===== config.mk =====
export PLATFORM = sky130hd
export DESIGN_NAME = auc_res_rd_flat
export DESIGN_NICKNAME = d
export VERILOG_FILES = /design/src/rtl/auc_res_rd_if.sv /design/src/rtl/auc_res_rd.sv /design/src/flat_wrapper.sv
export SDC_FILE = /design/constraint.sdc
export NUM_CORES = 1
export LEC_CHECK = 0
export ABC_AREA = 1
export CAP_MARGIN = 20
export CORE_MARGIN = 2
export CORE_UTILIZATION = 30
export CTS_CLUSTER_SIZE = 14
export DETAILED_ROUTE_END_ITERATION = 10
export PLACE_DENSITY = 0.5
export SYNTH_ARGS = -nofsm -noshare
export SYNTH_HDL_FRONTEND = slang
export SYNTH_SLANG_ARGS = --single-unit

===== constraint.sdc =====
create_clock -name clk -period 4.3 [get_ports clk]
set_input_delay 0.645 -clock clk [delete_from_list [all_inputs] [get_ports clk]]
set_output_delay 0.645 -clock clk [all_outputs]
set_load 0.005 [all_outputs]

===== src/rtl/auc_res_rd_if.sv =====
// Result read-back stream bundle between the ECC result RAM reader and its host side.
//   master : read-back engine (drives RAM read request, output beats, status)
//   slave  : host / RAM side (drives start, curve select, RAM data, ready)
// Signals:
//   res_en, res_curve       start request and curve select
//   res_busy, res_done      transfer status
//   res_ren, res_radd       RAM read request
//   res_rdat                RAM read data
//   res_odat, res_ovld,
//   res_ordy, res_olast     output beat stream
interface auc_res_rd_if #(
    parameter int unsigned WIDTH = 256,
    parameter int unsigned ADDR  = 5,
    parameter int unsigned OWID  = 32
);
    logic             res_en;
    logic             res_curve;
    logic             res_busy;
    logic             res_done;
    logic             res_ren;
    logic [ADDR-1:0]  res_radd;
    logic [WIDTH-1:0] res_rdat;
    logic [OWID-1:0]  res_odat;
    logic             res_ovld;
    logic             res_ordy;
    logic             res_olast;

    modport master (
        input  res_en, res_curve, res_rdat, res_ordy,
        output res_busy, res_done, res_ren, res_radd, res_odat, res_ovld, res_olast
    );

    modport slave (
        output res_en, res_curve, res_rdat, res_ordy,
        input  res_busy, res_done, res_ren, res_radd, res_odat, res_ovld, res_olast
    );
endinterface


===== src/rtl/auc_res_rd.sv =====
// Read-back engine for the ECC result RAM: on a start request it reads the X
// then Y result words from curve-dependent addresses and streams each word
// MSB-first as OWID-bit beats, flagging the final beat and pulsing done.
// Ports:
//   clk   core clock, rising edge
//   rst   asynchronous active-low reset
//   bus   auc_res_rd_if.master (start/curve in, RAM read port, beat stream, status)
module auc_res_rd #(
    parameter int unsigned     WIDTH = 256,
    parameter int unsigned     ADDR  = 5,
    parameter int unsigned     OWID  = 32,
    parameter int unsigned     RDLAT = 1,
    parameter logic [ADDR-1:0] XA0   = ADDR'(8),
    parameter logic [ADDR-1:0] YA0   = ADDR'(9),
    parameter logic [ADDR-1:0] XA1   = ADDR'(16),
    parameter logic [ADDR-1:0] YA1   = ADDR'(17)
) (
    input  logic         clk,
    input  logic         rst,
    auc_res_rd_if.master bus
);

    // Curve 1 results occupy only the low C1_BITS of the RAM word.
    localparam int unsigned C1_BITS = 192;
    localparam int unsigned BEATS0  = WIDTH / OWID;
    localparam int unsigned BEATS1  = C1_BITS / OWID;
    localparam int unsigned BW      = $clog2(BEATS0 + 1);
    localparam int unsigned LW      = $clog2(RDLAT + 1);
    localparam int unsigned C1_SHL  = WIDTH - C1_BITS;

    typedef enum logic [2:0] {
        S_IDLE,
        S_REQ,
        S_LAT,
        S_SEND,
        S_DONE
    } state_t;

    state_t           state_q, state_d;
    logic             cur_q, cur_d;
    logic             w_q, w_d;
    logic [LW-1:0]    lat_q, lat_d;
    logic [BW-1:0]    bcnt_q, bcnt_d;
    logic [WIDTH-1:0] sh_q, sh_d;
    logic             ren_q, ren_d;
    logic [ADDR-1:0]  radd_q, radd_d;
    logic             ovld_q, ovld_d;
    logic             olast_q, olast_d;
    logic             busy_q, busy_d;
    logic             done_q, done_d;

    // Next-state and next-output logic.
    always_comb begin
        state_d = state_q;
        cur_d   = cur_q;
        w_d     = w_q;
        lat_d   = lat_q;
        bcnt_d  = bcnt_q;
        sh_d    = sh_q;
        ren_d   = 1'b0;
        radd_d  = radd_q;
        ovld_d  = ovld_q;
        olast_d = 1'b0;
        busy_d  = busy_q;
        done_d  = 1'b0;

        case (state_q)
            S_IDLE: begin
                if (bus.res_en) begin
                    state_d = S_REQ;
                    cur_d   = bus.res_curve;
                    w_d     = 1'b0;
                    ren_d   = 1'b1;
                    radd_d  = bus.res_curve ? XA1 : XA0;
                    busy_d  = 1'b1;
                end
            end

            S_REQ: begin
                lat_d   = LW'(RDLAT);
                state_d = S_LAT;
            end

            S_LAT: begin
                if (lat_q == LW'(1)) begin
                    // Curve 1 data is left-aligned so the beat is always the top slice.
                    sh_d    = cur_q ? (bus.res_rdat << C1_SHL) : bus.res_rdat;
                    bcnt_d  = cur_q ? BW'(BEATS1) : BW'(BEATS0);
                    ovld_d  = 1'b1;
                    olast_d = w_q && ((cur_q ? BEATS1 : BEATS0) == 1);
                    state_d = S_SEND;
                end else begin
                    lat_d = lat_q - LW'(1);
                end
            end

            S_SEND: begin
                if (ovld_q && bus.res_ordy) begin
                    sh_d   = sh_q << OWID;
                    bcnt_d = bcnt_q - BW'(1);
                    if (bcnt_q == BW'(1)) begin
                        ovld_d = 1'b0;
                        if (!w_q) begin
                            w_d     = 1'b1;
                            ren_d   = 1'b1;
                            radd_d  = cur_q ? YA1 : YA0;
                            state_d = S_REQ;
                        end else begin
                            state_d = S_DONE;
                        end
                    end else begin
                        olast_d = w_q && (bcnt_q == BW'(2));
                    end
                end else begin
                    olast_d = olast_q;
                end
            end

            S_DONE: begin
                done_d  = 1'b1;
                busy_d  = 1'b0;
                state_d = S_IDLE;
            end

            default: begin
                state_d = S_IDLE;
            end
        endcase
    end

    // State and output registers.
    always_ff @(posedge clk or negedge rst) begin
        if (!rst) begin
            state_q <= S_IDLE;
            cur_q   <= 1'b0;
            w_q     <= 1'b0;
            lat_q   <= '0;
            bcnt_q  <= '0;
            sh_q    <= '0;
            ren_q   <= 1'b0;
            radd_q  <= '0;
            ovld_q  <= 1'b0;
            olast_q <= 1'b0;
            busy_q  <= 1'b0;
            done_q  <= 1'b0;
        end else begin
            state_q <= state_d;
            cur_q   <= cur_d;
            w_q     <= w_d;
            lat_q   <= lat_d;
            bcnt_q  <= bcnt_d;
            sh_q    <= sh_d;
            ren_q   <= ren_d;
            radd_q  <= radd_d;
            ovld_q  <= ovld_d;
            olast_q <= olast_d;
            busy_q  <= busy_d;
            done_q  <= done_d;
        end
    end

    assign bus.res_busy  = busy_q;
    assign bus.res_done  = done_q;
    assign bus.res_ren   = ren_q;
    assign bus.res_radd  = radd_q;
    assign bus.res_odat  = sh_q[WIDTH-1 -: OWID];
    assign bus.res_ovld  = ovld_q;
    assign bus.res_olast = olast_q;

endmodule

===== src/flat_wrapper.sv =====
// flat-port wrapper written by rule: the top's interface ports become plain ports
module auc_res_rd_flat 
#(
    parameter int unsigned     WIDTH = 256,
    parameter int unsigned     ADDR  = 5,
    parameter int unsigned     OWID  = 32,
    parameter int unsigned     RDLAT = 1,
    parameter logic [ADDR-1:0] XA0   = ADDR'(8),
    parameter logic [ADDR-1:0] YA0   = ADDR'(9),
    parameter logic [ADDR-1:0] XA1   = ADDR'(16),
    parameter logic [ADDR-1:0] YA1   = ADDR'(17)
)
  (clk, rst, bus_res_en, bus_res_curve, bus_res_rdat, bus_res_ordy, bus_res_busy, bus_res_done, bus_res_ren, bus_res_radd, bus_res_odat, bus_res_ovld, bus_res_olast);
  auc_res_rd_if #(.WIDTH(WIDTH), .ADDR(ADDR), .OWID(OWID)) bus_i ();
  input  logic clk;
  input  logic rst;
  input wire logic [$bits(bus_i.res_en)-1:0] bus_res_en;
  input wire logic [$bits(bus_i.res_curve)-1:0] bus_res_curve;
  input wire logic [$bits(bus_i.res_rdat)-1:0] bus_res_rdat;
  input wire logic [$bits(bus_i.res_ordy)-1:0] bus_res_ordy;
  output wire logic [$bits(bus_i.res_busy)-1:0] bus_res_busy;
  output wire logic [$bits(bus_i.res_done)-1:0] bus_res_done;
  output wire logic [$bits(bus_i.res_ren)-1:0] bus_res_ren;
  output wire logic [$bits(bus_i.res_radd)-1:0] bus_res_radd;
  output wire logic [$bits(bus_i.res_odat)-1:0] bus_res_odat;
  output wire logic [$bits(bus_i.res_ovld)-1:0] bus_res_ovld;
  output wire logic [$bits(bus_i.res_olast)-1:0] bus_res_olast;
  assign bus_i.res_en = bus_res_en;
  assign bus_i.res_curve = bus_res_curve;
  assign bus_i.res_rdat = bus_res_rdat;
  assign bus_i.res_ordy = bus_res_ordy;
  assign bus_res_busy = bus_i.res_busy;
  assign bus_res_done = bus_i.res_done;
  assign bus_res_ren = bus_i.res_ren;
  assign bus_res_radd = bus_i.res_radd;
  assign bus_res_odat = bus_i.res_odat;
  assign bus_res_ovld = bus_i.res_ovld;
  assign bus_res_olast = bus_i.res_olast;
  auc_res_rd #(.WIDTH(WIDTH), .ADDR(ADDR), .OWID(OWID), .RDLAT(RDLAT), .XA0(XA0), .YA0(YA0), .XA1(XA1), .YA1(YA1)) u_core (.clk(clk), .rst(rst), .bus(bus_i));
endmodule

# Yosys cells after proc, flatten, opt, wreduce, memory -nomap -nowiden
# Index checks and enable logic that the tools add are counted.
op_classes:
  n_addsub: 2
  eq_ne: 12
  n_mux: 44
  reduce_logical: 15
ops:
  columns: ["operator", "n"]
  rows:
  - ["$mux 256", 3]
  - ["$pmux 256 s2", 1]
  - ["$eq 32x1->1 const B", 1]
  - ["$mux 5", 6]
  - ["$mux 1", 16]
  - ["$mux 4", 4]
  - ["$mux 3", 5]
  - ["$pmux 1 s2", 6]
  - ["$pmux 3 s4", 1]
  - ["$reduce_and 4->1", 3]
  - ["$pmux 5 s2", 1]
  - ["$pmux 4 s2", 1]
  - ["$reduce_bool 2->1", 4]
  - ["$eq 3x2->1 const B", 2]
  - ["$ne 2x1->1 const B", 3]
  - ["$reduce_and 5->1", 1]
  - ["$eq 4x1->1 const B", 1]
  - ["$eq 4x2->1 const B", 1]
  - ["$ne 2x2->1 const B", 2]
  - ["$reduce_and 2->1", 2]
  - ["$sub 4x1->4 const B", 1]
  - ["$eq 3x1->1 const B", 1]
  - ["$eq 3x3->1 const B", 1]
  - ["$logic_and 1x1->1", 3]
  - ["other kinds (3)", 3]
totals:
  regBits: 276
  in_bits: 261
  out_inout_bits: 42
  wordCells: 85

# Depth between registers and ports, before layout
# Gate-level depths: netlist of the first run.
logic_depth:
  depth_word: 5
  depth_mapped: 9
  ltp_nobuf: 8

# Worst setup path before layout of the first run
# Ideal clock, no wire load.
synth_timing:
  kind: "in2reg"
  startpoint: "input port bus_res_ordy"
  endpoint: "register u_core.sh_q[44]"
  setup_ps: 65
  arrival_time_ps: 1494
  required_time_ps: 4235
  path_slack_ps: 2741
  path_stages: 8
  n_path_buf: 2
  cell_sequence: "nand2_1 -> nand2_2 -> nand2_1 -> nor2_1 -> buf_2 -> buf_2 -> nand2_1 -> nand2_1"
synth_via:
  elab_chain_len: 3
synth_lines:
  columns: ["element", "line", "source"]
  rows:
  - ["start: declaration", "flat_wrapper.sv:20", "input wire logic [$bits(bus_i.res_ordy)-1:0] bus_res_ordy;"]
  - ["$logic_and 1x1->1", "auc_res_rd.sv:98", "if (ovld_q && bus.res_ordy) begin"]
  - ["$ne 2x1->1 (no source line)", null, null]
  - ["$reduce_and 3->1 (no source line)", null, null]
  - ["end signal: assignment", "auc_res_rd.sv:139", "sh_q <= '0;"]
  - ["end signal: assignment", "auc_res_rd.sv:152", "sh_q <= sh_d;"]
  - ["end: declaration", "auc_res_rd.sv:44", "logic [WIDTH-1:0] sh_q, sh_d;"]
# No other way between the ends.
# A chain may end at the register's enable or synchronous reset.

# Final worst setup path of the first run
layout_timing:
  startpoint: "register u_core.cur_q"
  endpoint: "register u_core.sh_q[119]"
layout_via:
  elab_chain_len: 3
layout_lines:
  columns: ["element", "line", "source"]
  rows:
  - ["start: declaration", "auc_res_rd.sv:40", "logic cur_q, cur_d;"]
  - ["start signal: assignment", "auc_res_rd.sv:148", "cur_q <= cur_d;"]
  - ["$mux 256", "auc_res_rd.sv:87", "sh_d = cur_q ? (bus.res_rdat << C1_SHL) : bus.res_rdat;"]
  - ["$mux 256", "auc_res_rd.sv:85", "if (lat_q == LW'(1)) begin"]
  - ["$pmux 256 s2", "auc_res_rd.sv:67", "case (state_q)"]
# No other way between the ends. The select of a mux whose other input is x is not followed.

==> results of run 1 <==
==> worst reg2reg max path: stages (launching register included) <==
cell	delay (ns)
dfrtp_4	0.70
inv_8	0.60
buf_12	0.60
nand3_1	0.21
nand3_1	0.14
nand2_1	0.06
nand2_1	0.08
==> power groups by stage <==
stage | combinational, uW | clock (uW) | sequential [uW]
finish | 7740 | 2880 | 4410
CTS | 7760 | 2960 | 4410
global route | 8780 | 3060 | 4550
detailed placement | 7710 | 0 | 4440
floorplan | 5860 | 0 | 4220
global placement | 7620 | 0 | 4440
==> cells in the mapped netlist, drive strengths merged <==
cell type	number
buf	177
clkbuf	39
clkinv	1
conb	1
dfrtp	274
ha	3
inv	12
nand2	1005
nand3	651
nand3b	1
nor2	17
nor3	1
o21ai	41
o22ai	1
or2	1
xnor2	1
==> sequential cells by signal (all words and copies together) (netlist names) <==
register,count
u_core.bcnt_q,4
u_core.bus.res_busy,1
u_core.bus.res_done,1
u_core.bus.res_olast,1
u_core.bus.res_ovld,1
u_core.bus.res_radd,3
u_core.bus.res_ren,1
u_core.cur_q,1
u_core.lat_q,1
u_core.sh_q,256
u_core.state_q,3
u_core.w_q,1
==> placed cells by master (no fill, tap or decap), drive strengths merged, types with 2 or more instances in the layout <==
master and count:
clkbuf 61, ha 3, nand2 1005, clkdlybuf4s50 299
conb 2, nor2 17, dfrtp 274, buf 28
nand3 651, diode 14, o21ai 41, inv 13
==> metal layers <==
| layer | track usage (%) | vias up |
|---|---|---|
| met2 | 27.6 | 478 |
| met5 | 0 | - |
| met3 | 4.45 | 73 |
| met1 | 33.7 | 7197 |
| li1 | - | 7538 |
| met4 | 6.31 | 12 |
==> layout make-up <==
type                    count  share of cell area [%]
multi-input cells        1724                    37.6
flip-flops and latches    274                    34.7
repair buffers            327                    17.4
clock buffers              61                    5.55
well taps                 680                    4.31
inverters                  13                   0.285
diodes                     14                   0.177
clock inverters             1                  0.0253
==> path summary, 6_finish.rpt <==
check                                  start                 to  slack, ns  cells after the start
worst max-delay path            u_core.cur_q   u_core.sh_q[119]       1.85                      6
min in group clk                u_core.lat_q       u_core.lat_q       0.47                      1
worst min-delay path                     rst  u_core.state_q[2]       0.12                      1
worst min register to register  u_core.lat_q       u_core.lat_q       0.47                      1
worst max register to register  u_core.cur_q   u_core.sh_q[119]       1.85                      6
max in group asynchronous                rst   u_core.sh_q[243]       3.13                      2
==> through the flow <==
stage	area, sq um	hold WS (ns)	util (%)	cells	setup slack [ns]
floorplan	15500	0.349	-	2227	2.74
global placement	18600	0.458	36.4	3018	1.44
detailed placement	18600	0.458	36.4	3018	1.39
CTS	19700	0.169	38.5	3080	1.94
global route	19800	0.187	38.6	3091	1.77
finish	19800	0.123	38.6	3094	1.85
==> cell families (layout without fill, tap and decap cells) <==
group | Yosys count | in the layout
and+or+nand+nor | 1676 | 1676
DFF | 274 | 274
buffers and inverters | 229 | 402
AOI/OAI and AO/OA | 42 | 42
adders and majority gates | 3 | 3
other | 1 | 16
xor gates and xnor gates | 1 | 1
==> impl_metrics.py, run 1 <==
metrics = {
    "yosys": {
        "ys_ff_latch": 274,
        "yosysWarnings": 0,
        "synth.area.top_cells": "dfrtp_1 (44%), nand2_1 (24%), nand3_1 (21%)",
        "yosysTopAreaCellShare_pct": 44.2,
        "synth-xor-area-share_pct": 0.0565,
        "syn_avg_cell_area_sq_um": 6.96,
        "synth_simple_gate_area_share_pct": 46.0,
        "synthAdderAreaFrac_pct": 0.242,
        "muxShareOfSynthArea_pct": 0,
        "synth_top_family_by_area": "simple AND/OR/NAND/NOR gates",
        "synth-compound-area-share_pct": 1.36,
        "yosys.area.top_type": "dfrtp_1",
        "yosys.cell_types.count": 24,
        "seq_area_frac_synth_pct": 44.2,
        "syn_inst": 2226,
        "synth_area_sq_mm": 0.0155,
    },
    "worst_setup_path": {
        "critPathCaptureType": "flip-flop",
        "path_delay_family": "buffers and inverters",
        "required_ns": 4.77,
        "crit_path_cell_trace": "inv_8 > buf_12 > nand3_1 > nand3_1 > nand2_1 > nand2_1",
        "critPathSlowestCell": "dfrtp_4",
        "cp_data_arrival_time_ns": 2.92,
        "cpPeakStageDelay_ns": 0.70,
        "cp_max_fo": 128,
        "crit_type": "reg2reg",
        "cp-start-kind": "flip-flop",
        "cp_num_buf_inv": 2,
    },
    "global_route": {
        "track_usage_pct": 21.1,
        "gr-total-overflow": 0,
        "grt_pass1_vias": 14300,
        "grt_max_degree": 230,
        "antenna_found_initial": 20,
        "grt_pass1_wl_mm": 88.8,
    },
    "routing": {
        "dr.max_layer_used": "met5",
        "vias_per_cell": 4.94,
        "routed_wl_mm": 57.3,
        "dr.pass1.iters": 7,
        "via_count": 15300,
        "wl_met2_mm": 23.0,
        "drt_first_iter_violations": 1601,
        "dr_wl_met3_mm": 4.03,
        "wire_per_inst_um": 18.5,
        "drc": 0,
        "detail-route-antenna-nets": 0,
        "drt-met1-wl_mm": 29.2,
    },
    "power_and_ir_drop": {
        "pwr-share-clk_pct": 19.2,
        "power_uw": 15000,
        "p_comb_share_pct": 51.5,
        "p_int_uw": 8160,
        "p_sw_share_pct": 45.7,
        "leakage_uw": 0.00959,
        "p_switching_uw": 6870,
        "powerDensity_mw_per_mm2": 761,
        "seq_power_share_pct": 29.4,
        "peakVddDrop_mv": 0.671,
    },
    "outcome": {
        "status": "complete, but fails checks",
        "violations": "slew limit",
    },
    "layout": {
        "regArea_sq_mm": 0.00686,
        "fill_cells": 5490,
        "drive_gt1_share_pct": 3.46,
        "final_nets": 2639,
        "multiInputGateArea_sq_mm": 0.00742,
        "syn2layout_area_growth_pct": 27.5,
    },
    "place": {
        "hpwl_mm": 37.0,
        "port_buffers": 300,
        "globalplace.congestion": 0.849,
    },
    "clocking": {
        "clkLatencyLatePin_ns": 0.55,
        "cts_buffers": 35,
        "cts_tree": "yes",
        "hold_buffers": 0,
        "post-cts-setup-buffers": 0,
        "clockRootBuffer": "clkbuf_16",
        "htree_num_levels": 2,
        "clkSinkCount": 274,
        "clockBufferDepth": 3,
        "clk_pin_slew_ns": 0.06,
        "cts_resized": 0,
    },
    "sta": {
        "drv_slew": 137,
        "post-route-period-util_pct": 57.0,
        "worst_slew_margin_rel_pct": -18.3,
        "min_period_ns": 2.45,
        "setup_viol": 0,
        "hold_violations": 0,
        "finClkSkew_ns": 0.0198,
        "fmax_mhz": 408,
        "final.setup.tns_ns": 0,
        "worst_slew_pin_slew_ns": 1.77,
        "rsz0062_at_grt": "no",
    },
    "run": {
        "drv_cap": 0,
    },
    "floorplan": {
        "fp.dieW_um": 231,
        "design.core.area_sq_mm": 0.0512,
        "die_h_um": 231,
        "die-area_sq_mm": 0.0535,
        "core.rowCount": 83,
        "ios": 303,
        "start_util_pct": 30.3,
    },
    "hold_path": {
        "hold_path_class": "in2async",
    },
}
Power figures use the tool's default switching activity.
==> run 2: changes to the inputs <==
- PLACE_DENSITY: 0.5 -> 0.52
- clock period: 4.3 -> 1.97 ns (I/O delays scaled with it)
==> impl_metrics.py, run 2 (same netlist as run 1, synthesis figures left out) <==
metrics = {
    "worst_setup_path": {
        "critPathSlowestCell": "clkdlybuf4s50_1",
        "cp_max_fo": 2,
        "crit_path_cell_trace": "clkdlybuf4s50_1",
        "crit_type": "reg2out",
        "required_ns": 1.67,
        "worstReg2RegEnd": "u_core.sh_q[70]",
        "rrSetupSlack_ns": 0.24,
        "r2r_cells": 8,
        "cpPeakStageDelay_ns": 0.54,
        "r2r-start": "u_core.state_q[1]",
        "cp-start-kind": "flip-flop",
        "critPathCaptureType": "primary output",
        "crit_cells": 1,
        "path_delay_family": "buffers and inverters",
        "cp_num_buf_inv": 1,
        "crit_path_start": "u_core.sh_q[226]",
        "cp_data_arrival_time_ns": 1.50,
        "endpoint": "bus_res_odat[2]",
    },
    "layout": {
        "largest_register": "u_core.sh_q",
        "largest_register_ffs": 256,
        "final_nets": 2695,
        "final_common_cell": "nand2_1",
        "final_cell_mix": "nand2_1 (1,004), nand3_1 (650), clkdlybuf4s50_1 (299)",
        "fill_cells": 5278,
        "syn2layout_area_growth_pct": 32.5,
        "post-route-util_pct": 40.1,
        "drive_gt1_share_pct": 5.80,
        "final_cells": 3144,
        "reg_top3": "u_core.sh_q x256, u_core.bcnt_q x4",
    },
    "clocking": {
        "clockRootBuffer": "clkbuf_16",
        "clkSinkCount": 274,
        "clkLatencyLatePin_ns": 0.52,
        "cts_buffers": 35,
        "cts_tree": "yes",
        "cts_resized": 0,
        "htree_num_levels": 2,
        "clockBufferDepth": 3,
        "clk_pin_slew_ns": 0.06,
    },
    "floorplan": {
        "die_h_um": 231,
        "fp.dieW_um": 231,
        "start_util_pct": 30.3,
        "ios": 303,
        "die-area_sq_mm": 0.0535,
        "design.core.area_sq_mm": 0.0512,
        "core.rowCount": 83,
    },
    "global_route": {
        "antenna_found_initial": 24,
        "busiest_layer": "met1",
        "grt_pass1_wl_mm": 88.3,
        "met3_usage_pct": 5.41,
        "met1_usage_pct": 33.5,
        "track_usage_pct": 21.1,
        "grt_max_degree": 92,
        "gr-total-overflow": 0,
        "use_met2_pct": 27.4,
        "grt_pass1_vias": 14300,
    },
    "routing": {
        "drt_first_iter_violations": 1728,
        "wire_per_inst_um": 18.1,
        "detail-route-antenna-nets": 0,
        "via_count": 15500,
        "routed_wl_mm": 56.9,
        "vias_per_cell": 4.92,
        "drc": 0,
        "dr.pass1.iters": 5,
    },
    "power_and_ir_drop": {
        "leakage_uw": 0.00999,
        "powerDensity_mw_per_mm2": 1680,
        "peakVddDrop_mv": 0.962,
        "power_uw": 34600,
    },
    "sta": {
        "final.setup.tns_ns": 0,
        "setup_viol": 0,
        "drv_slew": 0,
        "finClkSkew_ns": 0.00941,
        "worst_slew_margin_rel_pct": 66.5,
        "worst_slew_pin_slew_ns": 0.502,
        "rsz0062_at_grt": "no",
        "hold_violations": 0,
        "post-route-period-util_pct": 91.3,
        "fmax_mhz": 556,
        "setup_slack_ns": 0.171,
        "min_period_ns": 1.80,
    },
    "place": {
        "port_buffers": 300,
        "globalplace.congestion": 0.883,
        "pre_cts_ws_ns": 0.0396,
        "hpwl_mm": 40.1,
        "dp.cells": 3073,
    },
    "run": {
        "drv_cap": 0,
    },
    "outcome": {
        "status": "finished clean",
    },
    "hold_path": {
        "hold_path_class": "in2async",
    },
}
-- run 2: cell count changes in the layout (fill, tap and decap cells not counted), sizes merged --
cell         before  now
clkinv            1    2
buf              28   83
clkinvlp          0    1
dlygate4sd3       0    1
clkbuf           61   51
bufinv            0    2
-- run 2: power by group --
group	switching (uW)	leakage, uW	internal [uW]	total, uW
Clock	2490	0.000557	3950	6450
Sequential	1330	0.00348	8200	9530
Combinational	11400	0.00596	7220	18600
-- run 2: routing by layer --
metal,vias up,part of all wire [%]
li1,7651,-
met5,-,0.18
met1,7211,49
met4,18,2.3
met2,492,40
met3,84,8.2
-- run 2: cell type report --
| type | count | area [sq um] | area share (%) |
|---|---|---|---|
| antenna | 14 | 35.0 | 0.171 |
| inverter | 13 | 56.3 | 0.274 |
| clock inverter | 5 | 77.6 | 0.378 |
| timing repair buffer | 383 | 4170 | 20.3 |
| tap | 680 | 851 | 4.14 |
| multi-input combinational | 1724 | 7420 | 36.1 |
| clock buffer | 51 | 1060 | 5.16 |
| sequential | 274 | 6860 | 33.4 |
-- run 2: timing repair --
item / in CTS / in global routing
hold endpoints to repair: 38 / 0
hold buffers: 1 / 0
setup endpoints to repair: 0 / 0
buffers inserted: 0 / 0
-- run 2: worst min path at each step --
stage,slack (ns),startpoint,cells past startpoint,end
final,0.28,rst,2,u_core.sh_q[54]
after global routing,0.31,rst,2,u_core.sh_q[54]
after CTS,0.28,rst,2,u_core.bus.res_olast
after detailed placement,0.25,rst,1,u_core.bus.res_busy
after global placement,0.25,rst,1,u_core.bus.res_busy
after floorplan,-0.00009,rst,0,u_core.bcnt_q[0]
-- run 2: metrics by stage --
stage / area [sq um] / hold slack (ns)
after floorplan: 15500 / -0.0000911
after global placement: 19300 / 0.245
after detailed placement: 19300 / 0.250
after CTS: 20500 / 0.284
after global routing: 20500 / 0.310
final: 20500 / 0.283
==> run 3: changes to the inputs <==
- CORE_UTILIZATION: 30 -> 35
- CTS_CLUSTER_SIZE: 14 -> 8
- GPL_ROUTABILITY_DRIVEN: default -> 0
- PLACE_DENSITY: 0.52 -> 0.59
==> impl_metrics.py, run 3 (same netlist as run 1, synthesis figures left out) <==
metrics = {
    "outcome": {
        "status": "finished clean",
    },
    "worst_setup_path": {
        "crit_top_cell": "nand2_1",
        "cp-start-kind": "flip-flop",
        "r2r_cells": 7,
        "rrSetupSlack_ns": 0.16,
        "critPathCaptureType": "flip-flop",
        "r2r-start": "u_core.state_q[0]",
        "cp_data_arrival_time_ns": 2.29,
        "required_ns": 2.44,
        "crit_path_cell_trace": "nand2_1 > nor2_4 > nand2_2 > nand3b_4 > buf_16 > nand2_1 > nand2_1",
        "path_delay_family": "simple AND/OR/NAND/NOR gates",
        "cp_num_buf_inv": 1,
        "critPathSlowestCell": "dfrtp_1",
        "cp_max_fo": 111,
        "cpPeakStageDelay_ns": 0.44,
        "crit_type": "reg2reg",
        "crit_path_start": "u_core.state_q[0]",
        "worstReg2RegEnd": "u_core.sh_q[242]",
    },
    "clocking": {
        "clockRootBuffer": "clkbuf_16",
        "htree_num_levels": 2,
        "cts_buffers": 40,
        "post-cts-setup-buffers": 0,
        "clk_pin_slew_ns": 0.06,
        "clkSinkCount": 274,
        "clockBufferDepth": 3,
        "clkLatencyLatePin_ns": 0.54,
        "cts_tree": "yes",
    },
    "hold_path": {
        "hold_path_class": "in2async",
    },
    "floorplan": {
        "fp.dieW_um": 214,
        "ios": 303,
        "die_h_um": 214,
        "design.core.area_sq_mm": 0.0439,
        "core.rowCount": 77,
        "start_util_pct": 35.3,
        "die-area_sq_mm": 0.0460,
    },
    "place": {
        "hpwl_mm": 36.4,
        "post_dp_cell_area_sq_mm": 0.0190,
        "port_buffers": 300,
    },
    "sta": {
        "fmax_mhz": 552,
        "finClkSkew_ns": 0.0198,
        "drv_slew": 0,
        "worst_slew_margin_rel_pct": 49.5,
        "post-route-period-util_pct": 92.0,
        "final.setup.tns_ns": 0,
        "worst_slew_pin_slew_ns": 0.757,
        "min_period_ns": 1.81,
        "rsz0062_at_grt": "no",
        "setup_viol": 0,
        "hold_violations": 0,
    },
    "layout": {
        "largest_register_ffs": 256,
        "final_area_sq_mm": 0.0201,
        "final_cell_mix": "nand2_1 (1,004), nand3_1 (650), clkdlybuf4s50_1 (299)",
        "final_nets": 2675,
        "drive_gt1_share_pct": 4.64,
        "fill_cells": 4541,
        "syn2layout_area_growth_pct": 29.9,
        "largest_register": "u_core.sh_q",
        "reg_top3": "u_core.sh_q x256, u_core.bcnt_q x4",
        "final_common_cell": "nand2_1",
    },
    "power_and_ir_drop": {
        "leakage_uw": 0.00982,
        "peakVddDrop_mv": 1.13,
        "powerDensity_mw_per_mm2": 1670,
    },
    "routing": {
        "drc": 0,
        "drt_first_iter_violations": 1982,
        "via_count": 15500,
        "vias_per_cell": 5.14,
        "wire_per_inst_um": 18.1,
        "routed_wl_mm": 54.7,
        "dr.pass1.iters": 5,
        "detail-route-antenna-nets": 0,
    },
    "global_route": {
        "grt_pass1_wl_mm": 85.2,
        "grt_pass1_vias": 14200,
        "antenna_found_initial": 19,
        "track_usage_pct": 23.1,
        "grt_max_degree": 151,
        "gr-total-overflow": 0,
    },
    "run": {
        "drv_cap": 0,
    },
}
## run 3: cell count changes in the layout (fill, tap and decap cells not counted), moves of 5 or more
cell / previous run / this run
clkbuf_8: 8 / 0
clkbuf_16: 37 / 42
clkbuf_1: 6 / 1
buf_4: 39 / 18
buf_12: 43 / 36
## run 3: what timing repair did
action	4_1_cts	5_1_grt
hold endpoints to repair	46	0
setup endpoints to repair	0	88
gates resized for setup	0	3
hold buffers	1	0
## run 3: cell type report
| type | instances | area, sq um | share of cell area [%] |
|---|---|---|---|
| Inverter | 13 | 56.3 | 0.280 |
| Timing Repair Buffer | 358 | 3950 | 19.6 |
| Clock inverter | 3 | 26.3 | 0.131 |
| Antenna cell | 15 | 37.5 | 0.186 |
| Multi-Input combinational cell | 1724 | 7420 | 36.9 |
| Clock buffer | 42 | 1030 | 5.12 |
| Sequential cell | 274 | 6860 | 34.1 |
| Tap cell | 592 | 741 | 3.68 |
## run 3: how the worst max path moves through the flow
stage,end,cells past startpoint
2_1_floorplan,u_core.sh_q[44],9
3_3_place_gp,u_core.sh_q[10],6
3_5_place_dp,u_core.sh_q[9],6
4_1_cts,u_core.sh_q[9],6
5_1_grt,u_core.sh_q[237],7
6_report,u_core.sh_q[242],7
## run 3: where the power goes
group / total, uW / internal [uW] / switching [uW]
logic: 18000 / 6770 / 11300
registers: 9530 / 8200 / 1330
clock network: 6120 / 3660 / 2460
total: 33700 / 18600 / 15100
## run 3: metrics by stage
stage	utilization (%)	cells	total power [uW]	setup slack [ns]	hold slack, ns
floorplan	-	2227	22000	0.545	-0.0000911
global placement	43.2	2959	27000	0.0608	0.277
detailed placement	43.2	2959	27200	0.00896	0.277
CTS	45.6	3005	33600	0.0853	0.305
global route	45.8	3016	36500	0.00217	0.323
finish	45.8	3021	33700	0.157	0.290
## run 3: routing by layer
metal	track usage (%)	vias to the layer above	wire, um	share of wire [%]
li1	-	7592	-	-
met1	36.2	7216	26400	48
met2	31.2	645	22500	41
met3	5.22	61	4610	8.4
met4	6.85	8	1170	2.1
met5	0	-	46	0.084
